[src/rtl/chart_pkg.sv]
// Shared chart-word layout, judgement encodings and default timing/score constants
// for the rhythm-game lane logic.
package chart_pkg;

   localparam int NOTE_W  = 16;
   localparam int TIME_W  = 14;
   localparam int TYPE_HI = 15;
   localparam int TYPE_LO = 14;
   localparam int TIME_HI = 13;
   localparam int TIME_LO = 0;

   localparam int DEF_NOTE_COUNT  = 128;
   localparam int DEF_PERFECT_WIN = 3;
   localparam int DEF_GOOD_WIN    = 6;
   localparam int DEF_PERFECT_PTS = 100;
   localparam int DEF_GOOD_PTS    = 50;

   typedef enum logic [1:0] {
      NOTE_TAP    = 2'b00,
      NOTE_HOLD_S = 2'b01,
      NOTE_HOLD_E = 2'b10,
      NOTE_RSVD   = 2'b11
   } note_type_e;

   typedef enum logic [1:0] {
      J_MISS    = 2'b00,
      J_GOOD    = 2'b01,
      J_PERFECT = 2'b10
   } judge_e;

   typedef enum logic [1:0] {
      S_IDLE,
      S_RUN,
      S_HOLD,
      S_DONE
   } lane_state_e;

   // Widened by one bit so early notes give a negative offset instead of wrapping.
   function automatic logic signed [TIME_W:0] note_dt(input logic [TIME_W-1:0] now,
                                                      input logic [TIME_W-1:0] noteTime);
      return $signed({1'b0, now}) - $signed({1'b0, noteTime});
   endfunction

   function automatic logic [15:0] sat_add16(input logic [15:0] a, input logic [15:0] b);
      logic [16:0] sum;
      sum = {1'b0, a} + {1'b0, b};
      return sum[16] ? 16'hFFFF : sum[15:0];
   endfunction

endpackage

[src/rtl/key_edge.sv]
// Two-flop synchroniser for a raw key level plus one-cycle press/release pulses
// taken from the synchronised signal.
module key_edge (
   input  logic clk,
   input  logic rst_n,
   input  logic key_i,
   output logic press_o,
   output logic release_o
);

   logic sync1_q;
   logic sync2_q;
   logic prev_q;

   always_ff @(posedge clk or negedge rst_n) begin
      if (!rst_n) begin
         sync1_q <= 1'b0;
         sync2_q <= 1'b0;
         prev_q  <= 1'b0;
      end else begin
         sync1_q <= key_i;
         sync2_q <= sync1_q;
         prev_q  <= sync2_q;
      end
   end

   assign press_o   = sync2_q & ~prev_q;
   assign release_o = ~sync2_q & prev_q;

endmodule

[src/rtl/lane_judge.sv]
// Per-lane chart sequencer: walks the lane's chart ROM, grades key presses and hold
// releases against the song clock, and keeps the lane's combo and score.
module lane_judge
   import chart_pkg::*;
#(
   parameter int unsigned NOTE_COUNT  = DEF_NOTE_COUNT,
   parameter int unsigned PERFECT_WIN = DEF_PERFECT_WIN,
   parameter int unsigned GOOD_WIN    = DEF_GOOD_WIN,
   parameter int unsigned PERFECT_PTS = DEF_PERFECT_PTS,
   parameter int unsigned GOOD_PTS    = DEF_GOOD_PTS
) (
   input  logic        Clk,
   input  logic        Reset_n,
   input  logic        start,
   input  logic [13:0] song_time,
   input  logic        key_in,
   input  logic [15:0] key_1,
   input  logic [15:0] key_2,
   output logic [7:0]  addr,
   output logic        judge_valid,
   output logic [1:0]  judge_code,
   output logic [9:0]  combo,
   output logic [15:0] score,
   output logic        holding,
   output logic        done
);

   localparam logic signed [TIME_W:0] GOOD_S = (TIME_W+1)'(GOOD_WIN);
   localparam logic signed [TIME_W:0] PERF_S = (TIME_W+1)'(PERFECT_WIN);
   localparam logic [8:0]  NC9          = 9'(NOTE_COUNT);
   localparam logic [15:0] PERFECT_PTS16 = 16'(PERFECT_PTS);
   localparam logic [15:0] GOOD_PTS16    = 16'(GOOD_PTS);

   lane_state_e state_q, state_d;
   logic [7:0]  addr_q, addr_d;
   logic        judgeValid_q, judgeValid_d;
   judge_e      judge_q, judge_d;
   logic [9:0]  combo_q, combo_d;
   logic [15:0] score_q, score_d;
   logic        holding_q, holding_d;

   logic keyPress;
   logic keyRelease;

   key_edge uKeyEdge (
      .clk       (Clk),
      .rst_n     (Reset_n),
      .key_i     (key_in),
      .press_o   (keyPress),
      .release_o (keyRelease)
   );

   note_type_e             headType;
   note_type_e             nextType;
   logic signed [TIME_W:0] dt;
   logic                   inGood;
   logic                   inPerfect;
   judge_e                 graded;
   logic [8:0]             sum1;
   logic [8:0]             sum2;
   logic [7:0]             addrInc1;
   logic [7:0]             addrInc2;
   logic                   unused_key2;

   assign headType    = note_type_e'(key_1[TYPE_HI:TYPE_LO]);
   assign nextType    = note_type_e'(key_2[TYPE_HI:TYPE_LO]);
   assign unused_key2 = ^key_2[TIME_HI:TIME_LO];
   assign dt          = note_dt(song_time, key_1[TIME_HI:TIME_LO]);
   assign inGood      = (dt >= -GOOD_S) && (dt <= GOOD_S);
   assign inPerfect   = (dt >= -PERF_S) && (dt <= PERF_S);
   assign graded      = inPerfect ? J_PERFECT : J_GOOD;

   // The pointer clamps at NOTE_COUNT so a hold start near the end cannot wrap it.
   assign sum1     = {1'b0, addr_q} + 9'd1;
   assign sum2     = {1'b0, addr_q} + 9'd2;
   assign addrInc1 = (sum1 > NC9) ? NC9[7:0] : sum1[7:0];
   assign addrInc2 = (sum2 > NC9) ? NC9[7:0] : sum2[7:0];

   always_ff @(posedge Clk or negedge Reset_n) begin
      if (!Reset_n) begin
         state_q      <= S_IDLE;
         addr_q       <= '0;
         judgeValid_q <= 1'b0;
         judge_q      <= J_MISS;
         combo_q      <= '0;
         score_q      <= '0;
         holding_q    <= 1'b0;
      end else begin
         state_q      <= state_d;
         addr_q       <= addr_d;
         judgeValid_q <= judgeValid_d;
         judge_q      <= judge_d;
         combo_q      <= combo_d;
         score_q      <= score_d;
         holding_q    <= holding_d;
      end
   end

   always_comb begin
      logic   issue;
      judge_e verdict;

      state_d      = state_q;
      addr_d       = addr_q;
      judgeValid_d = 1'b0;
      judge_d      = judge_q;
      combo_d      = combo_q;
      score_d      = score_q;
      holding_d    = holding_q;
      issue        = 1'b0;
      verdict      = J_MISS;

      case (state_q)
         S_RUN: begin
            if ({1'b0, addr_q} >= NC9) begin
               state_d = S_DONE;
            end else if (dt > GOOD_S) begin
               // An expired hold start also skips its end, so it costs a single miss.
               issue   = 1'b1;
               verdict = J_MISS;
               addr_d  = (headType == NOTE_HOLD_S) ? addrInc2 : addrInc1;
            end else if (keyPress && inGood) begin
               issue   = 1'b1;
               verdict = graded;
               addr_d  = addrInc1;
               if (headType == NOTE_HOLD_S && nextType == NOTE_HOLD_E) begin
                  state_d   = S_HOLD;
                  holding_d = 1'b1;
               end
            end
         end
         S_HOLD: begin
            if (keyRelease || dt >= 0) begin
               issue     = 1'b1;
               verdict   = (keyRelease && !inGood) ? J_MISS :
                           (keyRelease ? graded : J_PERFECT);
               addr_d    = addrInc1;
               holding_d = 1'b0;
               state_d   = S_RUN;
            end
         end
         default: begin
         end
      endcase

      if (issue) begin
         judgeValid_d = 1'b1;
         judge_d      = verdict;
         if (verdict == J_MISS) begin
            combo_d = '0;
         end else begin
            combo_d = (combo_q == 10'h3FF) ? combo_q : combo_q + 10'd1;
            score_d = sat_add16(score_q, (verdict == J_PERFECT) ? PERFECT_PTS16 : GOOD_PTS16);
         end
      end

      if (start) begin
         state_d      = S_RUN;
         addr_d       = '0;
         judgeValid_d = 1'b0;
         combo_d      = '0;
         score_d      = '0;
         holding_d    = 1'b0;
      end
   end

   assign addr        = addr_q;
   assign judge_valid = judgeValid_q;
   assign judge_code  = judge_q;
   assign combo       = combo_q;
   assign score       = score_q;
   assign holding     = holding_q;
   assign done        = (state_q == S_DONE);

endmodule
[config.mk]
export PLATFORM = sky130hd
export DESIGN_NAME = lane_judge
export DESIGN_NICKNAME = d
export VERILOG_FILES = /design/src/rtl/chart_pkg.sv /design/src/rtl/key_edge.sv /design/src/rtl/lane_judge.sv
export SDC_FILE = /design/constraint.sdc
export NUM_CORES = 1
export LEC_CHECK = 0
export CORE_MARGIN = 2
export CORE_UTILIZATION = 45
export DETAILED_ROUTE_END_ITERATION = 8
export MAX_ROUTING_LAYER = met4
export PLACE_DENSITY = 0.75
export SLEW_MARGIN = 10
export SYNTH_ARGS = -nofsm -noshare
export SYNTH_HDL_FRONTEND = slang
export SYNTH_SLANG_ARGS = --single-unit
[constraint.sdc]
create_clock -name Clk -period 3.5 [get_ports Clk]
set_input_delay 0.35 -clock Clk [delete_from_list [all_inputs] [get_ports Clk]]
set_output_delay 0.35 -clock Clk [all_outputs]
set_load 0.02 [all_outputs]
* Word level (Yosys, flattened, before mapping)
Cells that the tools add are included.
** Storage, ports and cells
- Bits in registers :: 43
- Bits in latches :: 0
- Memory bits (writable) :: 0
- Memory bits (read-only) :: 0
- Input port bits :: 50
- Memories kept :: 0
** Operators by class
- Add/sub/neg operators :: 5
- $mul :: 0
- Div/mod/pow operators :: 0
- $lt $le $gt $ge :: 9
- Equality and inequality tests :: 18
- Shifts and indexed selects :: 0
- Muxes and demuxes :: 47
- Bitwise logic cells :: 4
- Reduce and logical (&&, ||, !) cells :: 15
** Operators by type and width (number)
- $mux 16 :: 4
- $mux 8 :: 8
- $mux 10 :: 4
- $mux 2 :: 13
- $gt 9x8->1 const B :: 2
- $ne 3x3->1 const B :: 6
- $add 16x7->17 :: 1
- $ne 4x4->1 const B :: 4
- $pmux 8 s2 :: 1
- $ge 15x1->1 const B :: 1
- $ge 15x3->1 const B :: 1
- $ge 15x4->1 const B :: 1
- $gt 15x4->1 const B :: 1
- $le 15x3->1 const B :: 1
- $le 15x4->1 const B :: 1
- $sub 14x14->15 :: 1
- $mux 1 :: 12
- $add 10x1->10 const B :: 1
- $eq 10x10->1 const B :: 1
- $add 8x1->9 const B :: 1
- $add 8x2->9 const B :: 1
- $eq 2x2->1 const B :: 4
- $ge 8x8->1 const B :: 1
- $pmux 2 s2 :: 2
- 16 further kinds :: 25

* Depth between registers and ports, before layout
Gate-level depths: netlist of run 1.
- Depth after elaboration :: 15
- Gate-level depth with buffers :: 25
- Depth with buffers taken out :: 24

* Hierarchy
A second synthesis of run 1 with hierarchy kept.
** Unflattened totals
- Cell total of the unflattened synthesis :: 479
- Area total of the unflattened synthesis :: 3875.0 um2
** By module, submodules not included
- lane_judge :: times used 1, cells an instance 474, area each 3784.9 um2, seq. area each 1001.0 um2
- key_edge :: times used 1, cells an instance 5, area each 90.1 um2, seq. area each 75.1 um2

* Worst setup path after synthesis of run 1
No wires, ideal clock.
- Path kind :: input to register
- Start point :: input port song_time[0]
- End point :: register score_q[3] (netlist: score[3])
- Arrival time :: 4.947 ns
- Data required time :: 3.404 ns
- Path slack :: -1.542 ns
- Stages :: 24
- Path through :: inv_1 -> ha_1 -> fa_1 -> nand2b_1 -> a21oi_1 -> o21ai_0 -> a221o_1 -> nor4_1 -> and4_1 -> clkbuf_1 -> nand2_1 -> o31a_1 -> nor4_1 -> nor2_1 -> ha_1 -> a21oi_1 -> nor2b_1 -> a211oi_1 -> nor2b_1 -> nor2_1 -> nor2_2 -> nand3_1 -> and4_1 -> nor4_2
** On the way
- Word-level cells in the longest chain between the ends :: 15
** Ends and longest elaborated chain
- from (decl) :: RTL line lane_judge.sv:15 : input logic [13:0] song_time,
- $sub 14x14->15 (*) :: RTL line chart_pkg.sv:41 : return $signed({1'b0, now}) - $signed({1'b0, noteTime});
- $ge 15x3->1, or another cell as far along :: RTL line lane_judge.sv:70 : assign inPerfect = (dt >= -PERF_S) && (dt <= PERF_S);
- $logic_and 1x1->1, on equally long branches :: RTL line lane_judge.sv:70, lane_judge.sv:69
- $mux 2, or another cell as far along :: RTL line lane_judge.sv:71 : assign graded = inPerfect ? J_PERFECT : J_GOOD;
- $mux 2, or another cell as far along :: RTL line lane_judge.sv:136 : (keyRelease ? graded : J_PERFECT);
- $mux 2, on equally long branches :: RTL line lane_judge.sv:135, lane_judge.sv:117
- $mux 2, on equally long branches :: RTL line lane_judge.sv:133, lane_judge.sv:115
- $pmux 2 s2 :: RTL line lane_judge.sv:113 : case (state_q)
- $eq 2x2->1 :: RTL line lane_judge.sv:153 : score_d = sat_add16(score_q, (verdict == J_PERFECT) ? PERFECT_PTS16 : GOOD_PTS16);
- $mux 7 :: RTL line lane_judge.sv:153
- $add 16x7->17 :: RTL line chart_pkg.sv:46 : sum = {1'b0, a} + {1'b0, b};
- $mux 16 :: RTL line chart_pkg.sv:47 : return sum[16] ? 16'hFFFF : sum[15:0];
- $mux 16 :: RTL line lane_judge.sv:149 : if (verdict == J_MISS) begin
- $mux 16 :: RTL line lane_judge.sv:146 : if (issue) begin
- $mux 16 :: RTL line lane_judge.sv:157 : if (start) begin
- to (signal assigned) :: RTL line lane_judge.sv:94 : score_q <= score_d;
- to (decl) :: RTL line lane_judge.sv:39 : logic [15:0] score_q, score_d;
Every way passes the cells marked *; elsewhere a longest branch is shown, timed or not. The select of a mux whose other input is x is not followed.
A chain may end at the register's enable or synchronous reset.

* Worst setup path in the final report of run 1
- Start point :: input port key_1[2]
- End point :: register score_q[12] (netlist: score[12])
** On the way
- Word-level cells in the longest chain between the ends :: 15
** Ends and longest elaborated chain
- from (decl) :: RTL line lane_judge.sv:17 : input logic [15:0] key_1,
- $sub 14x14->15 (*) :: RTL line chart_pkg.sv:41
- $ge 15x3->1, or another cell as far along :: RTL line lane_judge.sv:70
- $logic_and 1x1->1, on equally long branches :: RTL line lane_judge.sv:70, lane_judge.sv:69
- $mux 2, or another cell as far along :: RTL line lane_judge.sv:71
- $mux 2, or another cell as far along :: RTL line lane_judge.sv:136
- $mux 2, on equally long branches :: RTL line lane_judge.sv:135, lane_judge.sv:117
- $mux 2, on equally long branches :: RTL line lane_judge.sv:133, lane_judge.sv:115
- $pmux 2 s2 :: RTL line lane_judge.sv:113
- $eq 2x2->1 :: RTL line lane_judge.sv:153
- $mux 7 :: RTL line lane_judge.sv:153
- $add 16x7->17 :: RTL line chart_pkg.sv:46
- $mux 16 :: RTL line chart_pkg.sv:47
- $mux 16 :: RTL line lane_judge.sv:149
- $mux 16 :: RTL line lane_judge.sv:146
- $mux 16 :: RTL line lane_judge.sv:157
Marked as above.

==> out/summary.txt, run 1 <==
pwr dens: 240 nW/um^2
CP Data Arrival Time: 5130 ps
setup slack after layout: -1390 ps
layout cells sized above 1: 0.404
Max-Cap Viols: 0
final hold vios: 0
Netlist Area Pre-Place: 4180 um^2
Std-Cell Rows: 35
detail-routed via count per cell: 6.32
CP startpoint kind: input port
fillcell total: 560
total gr overflow: 0
iteration count of the initial detailed-routing pass: 5
final wirelength: 16.1 mm
DP HPWL: 9.14 mm
Post-synth ARST share: 1.00
Hold WC Path Type: in -> async
total power: 0.00169 W
gr usage total: 0.280
most common cell after layout, fill and taps aside: buf_4
Antenna diodes: 0
wire per inst: 19.4 um
clk_lat worst skew: 310 ps
IO Pins: 89
Worst-path clk slew: 90 ps
CP required: 3740 ps
status: finished with violations
combinational share of power: 0.485
Synth Area per Inst: 8.07 um^2
Final setup viols: 23
Layout Skew: 11.1 ps
first-pass GRT wire length: 22.7 mm
vias in the first global route: 4,877
Synth Net Count: 597
Placer Congestion: 0.912
critical path class: in -> reg
I/O Buffers: 74
H-tree depth: 2
max_slew headroom: 0.338
root buffer cell: clkbuf_8
Synth warnings: 0
register share of total power: 0.322
Worst VDD drop: 0.222 mV
Post-route DRC: 0
static leakage: 2.94 nW
Worst setup EP type: register
DR vias: 5,252
Final period util: 1.40
P_sw: 0.000635 W
clk buf depth: 2
Clock power frac: 0.193
Worst-Margin Slew: 994 ps
RSZ-0062 raised after global routing: true
Post-Place Cells: 776
failing checks: negative setup slack
nets: 798
pre-CTS setup slack: -2040 ps
synth unique cells: 76
Max Freq: 0.204 GHz
area of the core: 9110 um^2
number of synthesized register bits: 43
antenna violations before repair: 0
clock sinks: 43
largest net degree at the start of global routing: 44
internal power: 0.00105 W
Syn Inst Count: 518
die height: 100 um
commonest non-fill, non-tap cells in the layout: buf_4 (123), clkdlybuf4s50_1 (50), dfrtp_1 (43)
fin cells: 831
die span in x: 100 um
CTS Hold Bufs: 0
final hold slack: 200 ps
Fin Setup TNS: -21,020 ps
Iteration-0 DRC Markers: 361
Post-synth EDFFs: 0
Sw Ratio: 0.377
pins over their slew limit: 0
area of the die: 10,100 um^2
clock buffer count from CTS: 5
Area growth syn-to-layout: 67.9%
post-layout min period: 4890 ps
DRT antenna net count: 0
CTS tree: built
crit-path max FO: 5
Initial Util: 0.459
most used flip-flop cell after synthesis: dfrtp_1
post-synthesis sequential area ratio: 0.258
-- synth_stat cells, types with 5 or more instances --
| master | number | area [um^2] |
|---|---|---|
| nor4_1 | 8 | 50.1 |
| xor2_1 | 6 | 52.6 |
| o32ai_1 | 5 | 43.8 |
| or3_1 | 5 | 31.3 |
| a211oi_1 | 12 | 90.1 |
| o31ai_1 | 6 | 45.0 |
| a22oi_1 | 5 | 37.5 |
| nand3_1 | 17 | 85.1 |
| and3_1 | 9 | 56.3 |
| dfrtp_1 | 43 | 1080 |
| nor2_1 | 43 | 161 |
| and4_1 | 7 | 61.3 |
| clkbuf_1 | 16 | 60.1 |
| nand2_1 | 29 | 109 |
| nor3b_1 | 5 | 37.5 |
| inv_1 | 35 | 131 |
| nand4_1 | 15 | 93.8 |
| o21ai_0 | 19 | 95.1 |
| xnor2_1 | 5 | 43.8 |
| buf_2 | 5 | 25.0 |
| nor2b_1 | 5 | 31.3 |
| nor3_1 | 16 | 80.1 |
| a311oi_1 | 7 | 61.3 |
| nand2b_1 | 12 | 75.1 |
| a31oi_1 | 10 | 62.6 |
| ha_1 | 27 | 338 |
| and2_1 | 11 | 68.8 |
| a21o_1 | 13 | 97.6 |
| a21oi_1 | 39 | 195 |
-- stage by stage --
step / area (um^2) / util
global placement: 5850 / 0.642
detailed placement: 5850 / 0.642
floorplan: 4350 / -
CTS: 6530 / 0.717
finish: 7010 / 0.770
global route: 7010 / 0.770
-- layout make-up --
| cell class | instances | area (um^2) | share of cell area |
|---|---|---|---|
| inverters | 35 | 149 | 0.0212 |
| repair buffers | 219 | 1900 | 0.271 |
| clock inverters | 1 | 5.00 | 0.000714 |
| clock buffers | 7 | 76.3 | 0.0109 |
| well taps | 111 | 139 | 0.0198 |
| flip-flops and latches | 43 | 1080 | 0.153 |
| multi-input cells | 415 | 3670 | 0.523 |
-- cells by family (layout without fill, tap and decap cells) --
group           Yosys count  after routing  synth area share
flops                    43             43             0.258
buf+inv                  61            262            0.0635
compound gates          167            167             0.288
simple gates            201            202             0.263
fa+ha+maj                29             29            0.0904
mux                       6              6            0.0153
xor+xnor                 11             11            0.0231
-- critical path, cell delays in order --
cell	delay, ps
dlygate4sd2_1	250
inv_2	80
ha_4	220
nand2b_4	110
a21boi_4	70
or3_4	400
buf_6	130
a221o_1	320
nor4_4	310
nand4_1	300
a21boi_2	250
o21a_1	220
a31oi_4	140
or2_4	300
ha_4	180
a21oi_2	150
nor2b_2	90
a211oi_2	280
nor2b_1	110
nor2_2	120
buf_4	130
nor2_4	50
buf_6	150
buf_6	120
a41o_1	190
a21oi_2	120
-- path summary, 6_finish.rpt --
check	startpoint	endpoint	slack (ps)	cells after the start
worst max-delay path	key_1[2]	score[12]	-1390	26
worst min-delay path	Reset_n	score[12]	200	1
worst max register to register	state_q[1]	score[12]	-160	20
worst min register to register	uKeyEdge.sync1_q	uKeyEdge.sync2_q	350	0
max in group asynchronous	Reset_n	uKeyEdge.sync1_q	2680	1
min in group Clk	uKeyEdge.sync1_q	uKeyEdge.sync2_q	350	0
-- repair_timing --
item / CTS / global route
setup endpoints to repair: 39 / 30
resized for setup: 114 / 79
pin swaps: 55 / 44
endpoints found under the hold margin: 0 / 0
gates cloned: 1 / 1
buffers inserted: 30 / 18
-- power groups by stage --
stage	logic, W	clock network (W)	registers [W]
2_1_floorplan	0.000345	0	0.000549
3_3_place_gp	0.000606	0	0.000551
3_5_place_dp	0.000624	0	0.000553
4_1_cts	0.000712	0.000315	0.000543
5_1_grt	0.000866	0.000342	0.000548
6_report	0.000817	0.000325	0.000544
-- layer usage --
layer	wire, um	GRT usage	vias to the layer above
met3	934	0.0418	69
met4	609	0.0906	0
li1	-	-	2383
met2	8010	0.464	269
met5	0	-	-
met1	6580	0.352	2531
-- registers in the layout, summed over array words and instances, names as in the netlist --
signal	flops
uKeyEdge.sync2_q	1
uKeyEdge.sync1_q	1
addr	8
uKeyEdge.prev_q	1
combo	10
judge_valid	1
state_q	2
score	16
judge_code	2
holding	1
Note: power is estimated with default switching activity, not from simulation.
==> inputs of run 2 (changes only) <==
Settings changed: CAP_MARGIN set to 10.
==> results of run 2 <==
The final DEF is identical to that of run 1; final timing and power are the same.
==> inputs of run 3 (changes only) <==
==> constraint.sdc (replaced) <==
create_clock -name Clk -period 3.5 [get_ports Clk]
set_input_delay 0.7 -clock Clk [delete_from_list [all_inputs] [get_ports Clk]]
set_output_delay 0.7 -clock Clk [all_outputs]
set_load 0.02 [all_outputs]
==> run 3 against run 2 <==
Compared with the run above: the run still ends with negative setup slack left; combinational power increased by 0.7%; core utilization decreased by 0.56 points; worst hold slack improved by 150 ps; total power increased by 2.5%; fmax decreased by 6.6%; cell area decreased by 0.73%; global-route usage decreased by 0.81 points; clock skew increased by 4.8 ps; setup slack got worse by 340 ps; sequential power about the same.
==> out/summary.txt, run 3 (synthesis results as in run 1) <==
Worst-path clk slew: 90 ps (about the same)
P_sw: 0.000637 W (+0.32%)
pins over their slew limit: 0 (unchanged)
Placer Congestion: 0.985 (+8.0%)
Iteration-0 DRC Markers: 244 (-32%)
Max-Cap Viols: 0 (unchanged)
vias in the first global route: 4,681 (-4.0%)
Max Freq: 0.191 GHz (-6.6%)
final core occ: 0.764 (-0.00563)
final hold slack: 351 ps (+151 ps)
status: finished with violations
Hold WC Path Type: reg -> reg
iteration count of the initial detailed-routing pass: 6 (+1)
clock sinks: 43 (unchanged)
Worst VDD drop: 0.153 mV (-31%)
Initial Util: 0.459 (unchanged)
Std-Cell Rows: 35 (unchanged)
static leakage: 2.89 nW (-1.9%)
most common cell after layout, fill and taps aside: buf_4
crit-path max FO: 7 (+2)
fin cells: 818 (-1.6%)
DRT antenna net count: 0 (unchanged)
Clock power frac: 0.209 (+0.016)
clk buf depth: 2 (unchanged)
Worst setup EP type: register
Final period util: 1.50 (+0.0985)
register share of total power: 0.315 (-0.007)
Post-Place Cells: 771 (-0.64%)
layout cells sized above 1: 0.417 (+0.0131)
max_slew headroom: 0.341 (+0.00345)
dpl cell area: 5840 um^2 (-0.21%)
area of the die: 10,100 um^2 (unchanged)
Sw Ratio: 0.368 (-0.00816)
gr usage total: 0.272 (-0.00806)
CP startpoint kind: input port
combinational share of power: 0.476 (-0.009)
I/O Buffers: 74 (unchanged)
internal power: 0.00109 W (+3.9%)
antenna violations before repair: 0 (unchanged)
area of the core: 9110 um^2 (unchanged)
first-pass GRT wire length: 22.0 mm (-3.1%)
largest net degree at the start of global routing: 44 (unchanged)
CP Data Arrival Time: 5420 ps (+290 ps)
die height: 100 um (unchanged)
commonest non-fill, non-tap cells in the layout: buf_4 (114), clkdlybuf4s50_1 (50), dfrtp_1 (43)
failing checks: negative setup slack
DP HPWL: 9.34 mm (+2.2%)
CP required: 3680 ps (-60 ps)
nets: 785 (-1.6%)
clock buffer count from CTS: 5 (unchanged)
H-tree depth: 2 (unchanged)
clk_lat worst skew: 300 ps (about the same)
CTS tree: built
critical path class: in -> reg
Worst-Margin Slew: 988 ps (-5.17 ps)
total gr overflow: 0 (unchanged)
Final setup viols: 32 (+39%)
Area growth syn-to-layout: 66.6%
detail-routed via count per cell: 6.31 (-0.19%)
final hold vios: 0 (unchanged)
DR vias: 5,160 (-1.8%)
Layout Skew: 15.9 ps (+4.85 ps)
post-layout min period: 5240 ps (+345 ps)
Max stage delay on crit path: 420 ps (+20 ps)
Post-route DRC: 0 (unchanged)
setup slack after layout: -1740 ps (-345 ps)
root buffer cell: clkbuf_8
pwr dens: 248 nW/um^2 (+3.3%)
Antenna diodes: 0 (unchanged)
wire per inst: 18.8 um (-2.9%)
final instance area: 6960 um^2 (-0.73%)
CP max stage cell: a2111oi_4
IO Pins: 89 (unchanged)
final wirelength: 15.4 mm (-4.5%)
die span in x: 100 um (unchanged)
number of flip-flops in the largest register: 16 (unchanged)
RSZ-0062 raised after global routing: true
run 3: cell count changes in the layout (fill, tap and decap cells not counted), moves of 3 or more:
cell | previous run | this run
buf_4 | 123 | 114
dlygate4sd2_1 | 14 | 5
clkbuf_2 | 2 | 10
o21ai_1 | 2 | 6
a21oi_2 | 10 | 13
a311oi_1 | 4 | 1
a31oi_4 | 4 | 7
nand3_2 | 3 | 0
nor2_2 | 6 | 3
nor4_1 | 6 | 3
nor4_2 | 1 | 4
o21ai_2 | 5 | 2
run 3: worst paths after layout:
| kind | start | end | slack (ps) | cells after the start |
|---|---|---|---|---|
| worst max-delay path | song_time[0] | score[3] | -1740 | 25 |
| worst min-delay path | uKeyEdge.sync1_q | uKeyEdge.sync2_q | 350 | 0 |
| worst max register to register | state_q[0] | score[3] | -310 | 17 |
| worst min register to register | uKeyEdge.sync1_q | uKeyEdge.sync2_q | 350 | 0 |
| max in group asynchronous | Reset_n | uKeyEdge.prev_q | 2320 | 1 |
| min in group asynchronous | Reset_n | score[12] | 550 | 1 |
run 3: timing repair:
item / CTS / global route
gates resized for setup: 112 / 101
hold buffers: 0 / 0
setup endpoints to repair: 40 / 40
pin swaps: 47 / 63
cloned: 0 / 1
buffers inserted: 16 / 23
run 3: layout make-up:
cell class / count / area [um^2]
Clock buffer: 7 / 96.3
Multi-Input combinational cell: 414 / 3740
Inverter: 35 / 144
Tap cell: 111 / 139
Fill cell: 562 / 2150
Clock inverter: 1 / 7.51
Timing Repair Buffer: 207 / 1760
Sequential cell: 43 / 1080
run 3: critical path, delay by kind of cell:
family / cells / cell delay [ps]
AO/OA/AOI/OAI: 6 / 1430
buffers and inverters: 3 / 270
adder cells (fa/ha/maj): 3 / 710
AND/OR/NAND/NOR: 13 / 2290
run 3: metrics by stage:
| step | TNS (ps) | total power [W] | setup slack, ps |
|---|---|---|---|
| finish | -30220 | 0.00173 | -1740 |
| global route | -34930 | 0.00181 | -1920 |
| CTS | -21330 | 0.00159 | -1380 |
| detailed placement | -52290 | 0.00118 | -2230 |
| global placement | -49080 | 0.00116 | -2120 |
| floorplan | -20180 | 0.000903 | -1340 |
run 3: per-layer routing:
metal / wire (um) / share of wire / track usage
met1: 6140 / 0.40 / 0.336
met2: 7850 / 0.51 / 0.470
met3: 794 / 0.052 / 0.0376
met4: 624 / 0.040 / 0.0674
met5: 0 / 0 / -
run 3: power by group through the flow:
| stage | sequential [W] | clock (W) | combinational [W] |
|---|---|---|---|
| after floorplan | 0.000549 | 0 | 0.000354 |
| after global placement | 0.000552 | 0 | 0.000608 |
| after detailed placement | 0.000553 | 0 | 0.000624 |
| after CTS | 0.000544 | 0.000361 | 0.000690 |
| after global routing | 0.000548 | 0.000381 | 0.000877 |
| final | 0.000545 | 0.000361 | 0.000823 |
